**config.mk**
```make
export PLATFORM = sky130hd
export DESIGN_NAME = gen_uart_rx_fifo
export DESIGN_NICKNAME = d
export VERILOG_FILES = /design/src/rtl/gen_uart_rx_fifo.sv
export SDC_FILE = /design/constraint.sdc
export NUM_CORES = 1
export LEC_CHECK = 0
export BUFFER_PORTS_ARGS = -buffer_cell sky130_fd_sc_hd__clkbuf_2
export CAP_MARGIN = 20
export CORE_ASPECT_RATIO = 0.6
export CORE_UTILIZATION = 60
export CTS_CLUSTER_DIAMETER = 30
export DETAILED_ROUTE_END_ITERATION = 16
export PLACE_DENSITY = 0.76
export SYNTH_ARGS = -nofsm -noshare
export SYNTH_HDL_FRONTEND = slang
export SYNTH_SLANG_ARGS = --single-unit
```
**constraint.sdc**
```tcl
create_clock -name clk -period 6.6 [get_ports clk]
set_clock_uncertainty 0.1 [all_clocks]
set_input_delay 0.66 -clock clk [delete_from_list [all_inputs] [get_ports clk]]
set_output_delay 0.66 -clock clk [all_outputs]
set_load 0.005 [all_outputs]
```
**src/rtl/gen_uart_rx_fifo.sv**
```systemverilog
// UART receive buffer: drains the receiver holding register into a FWFT FIFO of
// {pe, fe, data} entries with level/timeout interrupts and a sticky overflow flag.
module gen_uart_rx_fifo #(
    parameter int DEPTH_LOG2 = 4,
    parameter int TIMEOUT    = 640
) (
    input  logic                  clk,
    input  logic                  reset_n,
    input  logic                  tick,
    input  logic [7:0]            rx_data,
    input  logic                  rx_full,
    input  logic                  rx_fe,
    input  logic                  rx_pe,
    input  logic                  rx_ovr,
    output logic                  rx_ack,
    input  logic                  rd,
    output logic [7:0]            dout,
    output logic                  dout_fe,
    output logic                  dout_pe,
    output logic                  empty,
    output logic [DEPTH_LOG2:0]   count,
    input  logic [DEPTH_LOG2:0]   level,
    input  logic                  ie,
    input  logic                  clr,
    output logic                  ovf,
    output logic                  tmo,
    output logic                  irq_n
);

    localparam int                  DEPTH     = 1 << DEPTH_LOG2;
    localparam logic [DEPTH_LOG2:0] DEPTH_CNT = (DEPTH_LOG2 + 1)'(DEPTH);
    localparam logic [15:0]         TMO_LAST  = 16'(TIMEOUT - 1);

    typedef enum logic {
        IDLE = 1'b0,
        WAIT = 1'b1
    } capState_e;

    capState_e             state_q, state_d;
    logic                  rxAck_q, rxAck_d;
    logic [9:0]            mem_q [DEPTH];
    logic [DEPTH_LOG2-1:0] wrPtr_q, wrPtr_d;
    logic [DEPTH_LOG2-1:0] rdPtr_q, rdPtr_d;
    logic [DEPTH_LOG2:0]   count_q, count_d;
    logic                  ovf_q, ovf_d;
    logic                  tmo_q, tmo_d;
    logic                  irqN_q, irqN_d;
    logic [15:0]           tmoCnt_q, tmoCnt_d;

    logic                  isEmpty, isFull, capture, popAcc, hasSpace, push, pop;
    logic [9:0]            headEntry;

    always_comb begin
        isEmpty  = (count_q == '0);
        isFull   = (count_q == DEPTH_CNT);
        capture  = (state_q == IDLE) && rx_full;
        popAcc   = rd && !isEmpty;
        // A pop in the same cycle frees the slot the incoming byte needs.
        hasSpace = !isFull || popAcc;
        push     = capture && hasSpace && !clr;
        pop      = popAcc && !clr;
    end

    always_comb begin
        state_d = state_q;
        rxAck_d = 1'b0;
        if (state_q == IDLE) begin
            if (rx_full) begin
                rxAck_d = 1'b1;
                state_d = WAIT;
            end
        end else begin
            state_d = IDLE;
        end
    end

    always_comb begin
        wrPtr_d  = wrPtr_q;
        rdPtr_d  = rdPtr_q;
        count_d  = count_q;
        ovf_d    = ovf_q;
        tmo_d    = tmo_q;
        tmoCnt_d = tmoCnt_q;
        if (clr) begin
            wrPtr_d  = '0;
            rdPtr_d  = '0;
            count_d  = '0;
            ovf_d    = 1'b0;
            tmo_d    = 1'b0;
            tmoCnt_d = '0;
        end else begin
            if (push) wrPtr_d = wrPtr_q + 1'b1;
            if (pop)  rdPtr_d = rdPtr_q + 1'b1;
            if (push && !pop)      count_d = count_q + 1'b1;
            else if (pop && !push) count_d = count_q - 1'b1;
            if (capture && (!hasSpace || rx_ovr)) ovf_d = 1'b1;
            // The idle counter parks at its last value once the timeout fires.
            if (isEmpty || push || pop) begin
                tmoCnt_d = '0;
            end else if (tick) begin
                if (tmoCnt_q == TMO_LAST) tmo_d = 1'b1;
                else                      tmoCnt_d = tmoCnt_q + 16'd1;
            end
            if (pop) tmo_d = 1'b0;
        end
        irqN_d = ~(ie & (((level != '0) && (count_q >= level)) | tmo_q | ovf_q));
    end

    always_ff @(posedge clk or negedge reset_n) begin
        if (!reset_n) begin
            state_q  <= IDLE;
            rxAck_q  <= 1'b0;
            wrPtr_q  <= '0;
            rdPtr_q  <= '0;
            count_q  <= '0;
            ovf_q    <= 1'b0;
            tmo_q    <= 1'b0;
            irqN_q   <= 1'b1;
            tmoCnt_q <= '0;
        end else begin
            state_q  <= state_d;
            rxAck_q  <= rxAck_d;
            wrPtr_q  <= wrPtr_d;
            rdPtr_q  <= rdPtr_d;
            count_q  <= count_d;
            ovf_q    <= ovf_d;
            tmo_q    <= tmo_d;
            irqN_q   <= irqN_d;
            tmoCnt_q <= tmoCnt_d;
        end
    end

    always_ff @(posedge clk) begin
        if (push) mem_q[wrPtr_q] <= {rx_pe, rx_fe, rx_data};
    end

    always_comb begin
        headEntry = isEmpty ? 10'h000 : mem_q[rdPtr_q];
        dout      = headEntry[7:0];
        dout_fe   = headEntry[8];
        dout_pe   = headEntry[9];
        empty     = isEmpty;
        count     = count_q;
        rx_ack    = rxAck_q;
        ovf       = ovf_q;
        tmo       = tmo_q;
        irq_n     = irqN_q;
    end

endmodule
```
==> results.md <==
- Outcome: finished with violations
- Failing checks: DRC
- Max FO, Critical Path: 23
- CP top delay family: flip-flops
- Top-level port count: 43
- Critical-path cell list: buf_4, mux4_2, mux2i_1, o22ai_1, clkbuf_2
- Commonest non-fill, non-tap cell in the layout: edfxtp_1
- CTS tree: done
- FF+latch count, synth: around 190
- Maximum capacitance violations: 0
- Total congestion overflow: 0
- EDFF count, synth: 160
- Buffers on Ports: 42
- Syn_nets: 517
- Cell Pwr Density: 334 nW/um^2
- Area growth from synthesis to layout: 12.3%
- FFs w/ async S/R, synth: 0.171
- Post-Layout Cell Count: 711
- GRT Util Overall: 0.250
- Leak: 0.00314 uW
- Setup Fix Bufs, Post-CTS: 0
- Peak supply drop: 224 uV
- Worst-Margin Slew: 1110 ps
- Worst setup margin: ~3200 ps
- Critical Path Start Type: register
- Most frequent cells in the layout: 160 x edfxtp_1, 44 x nor2_1, 42 x clkbuf_2
- Die ar.: 14000 sq um
- Netlist cell types: 42
- Clock Sinks: 193
- Setup TNS: 0 ps
- Slowest cell on the critical path: dfrtp_2
- Placer congestion estimate: 0.779
- Clock Tree Buf Depth: 2
- Nature of the critical path endpoint: primary output
- Cells after Synth: ~480
- Main synth FF type: edfxtp_1
- Rows: 32
- CTS buffer count: 17
- Largest area contributor in the netlist: edfxtp_1
- Floorplan die height: between 90 and 100 um
- Fill cells: between 800 and 900
- Fraction of layout cells with a size suffix above 1: 0.246
- Synth warnings: 0
- Final period util: 0.521
- Ranking of synthesized cells by area: edfxtp_1 59%, mux4_2 11%, dfrtp_1 9.9%, mux2i_1 3.1%, ha_1 2.3%
- WL/cell: approximately 22 um
- Slew HR: 0.255
- Largest net degree at the start of global routing: 34
- Max Transition Viols Final: 0
- CP Class: reg -> out
- Die W: 152 um
- Post-DP HPWL: 9960 um
- Residual DRC: 2
- Fin nets: 568
- Vias: 4399
- CP arrival: approximately 2700 ps
- Seq/Total Area, Yosys: 0.693
- Ant. Diodes: 0
- RR Endpoint: count[4]
- Final-report hold violation count: 0
- WL final: 15800 um
- Post-CTS sizing: 0
- Design Area, Final: a little over 9000 sq um
- Cell total after placement: just under 700
- Initial DRT Pass Iterations: 11
- RSZ-0062 raised after global routing: false
- Mean Syn Cell Area: 17.0 sq um
- Reg2Reg Setup Slack: 3330 ps
- Initial antenna violation count: 0
- Crit path time final: around 3400 ps
- Detailed Route Iter0 Violations: ~460
- Routed vias/inst: 6.19
- Reg2reg start: count[0]
- CP bufs+invs: 2
- R2R depth: 10
- F_max: 0.291 GHz
- CTS root buf: clkbuf_16
- H-tree levels: 4
- Initial core utilization: 0.624
- WP data required: roughly 6000 ps
- First-pass GRT wire length: 25200 um
- Detail Route Antenna Nets: 0
- Placed instance area: 8470 sq um
- Setup WS pre-CTS: ~3400 ps
- Crit path largest cell delay: 760 ps
- Mapped cell area: between 8000 and 9000 sq um
- Vias in the first global route: 4448
- Core area: 13000 sq um
- Latest clock arrival within the worst-skew pair: roughly 430 ps
- HP Class: in -> async
- Hold slack: around 230 ps
- Synth top area share: 0.592
- Final setup viols: 0
- Hold buffer count at cts: 0
- Reg clk slew, reported paths: 70 ps
==> metrics by stage <==
stage	total power, uW	util
6_report	3050	0.701
5_1_grt	3180	0.701
4_1_cts	3060	0.695
3_5_place_dp	2070	0.651
3_3_place_gp	2050	0.651
2_1_floorplan	1900	-
==> where the power goes <==
| part | internal (uW) | switching (uW) |
|---|---|---|
| Combinational | 309 | 331 |
| Clock | 532 | 465 |
| Sequential | 1350 | 62.1 |
| Total | 2190 | 858 |
==> worst register-to-register path: cells and delay by family (launching register included) <==
family,cells,cell delay (ps)
AOI/OAI and AO/OA,5,1010
and+or+nand+nor,4,1160
DFF,1,440
adders and majority gates,1,470
==> final cells by class <==
cell class	count	area, sq um	area share
clock buffers	17	425	0.0466
clock inverters	14	149	0.0163
inverters	11	41.3	0.00453
multi-input cells	252	2330	0.255
flip-flops and latches	193	5630	0.618
well taps	170	213	0.0233
repair buffers	54	332	0.0363
==> synthesized netlist by cell type, types with 2 or more instances <==
cell type / n
a21o_1: 3
a21oi_1: 15
and3_1: 2
and4_1: 2
buf_2: 11
buf_6: 3
clkbuf_1: 7
dfrtp_1: 32
edfxtp_1: 160
ha_1: 15
inv_1: 11
mux2i_1: 25
mux4_2: 40
nand2_1: 19
nand2b_1: 3
nand3_1: 11
nand4_1: 7
nor2_1: 44
nor3_1: 8
nor4_1: 2
o21ai_0: 7
o22ai_1: 10
or3_1: 4
xnor2_1: 10
xor2_1: 10
==> cells by family after synthesis <==
| group | after synthesis | synth area share |
|---|---|---|
| buf+inv | 33 | 0.0197 |
| mux | 65 | 0.142 |
| fa+ha+maj | 16 | 0.0256 |
| flops | 193 | 0.693 |
| compound gates | 41 | 0.0314 |
| xor+xnor | 20 | 0.0216 |
| simple gates | 110 | 0.0666 |
==> registers in the layout (all words and copies together) (netlist names) <==
register and flops:
count 5, irq_n 1, rx_ack 1, tmoCnt_q 16, ovf 1, mem_q 160, tmo 1, wrPtr_q 4
rdPtr_q 4
==> how the worst max path moves through the flow <==
stage / startpoint / to / slack (ps) / cells past startpoint
floorplan: count[0] / count[4] / 3570 / 12
global placement: count[0] / count[4] / 3500 / 10
detailed placement: count[0] / count[4] / 3390 / 10
CTS: rdPtr_q[1] / dout[5] / 3080 / 5
global route: rdPtr_q[1] / dout[5] / 2980 / 5
finish: rdPtr_q[1] / dout[5] / 3160 / 5
==> per-layer routing <==
layer	global-route usage	up-vias	wire, um
met5	0	-	0
met1	0.383	2290	7380
met3	0.0614	12	1040
met4	0.0561	0	99
met2	0.364	133	7270
li1	-	1964	-
Note: power is estimated with default switching activity, not from simulation.
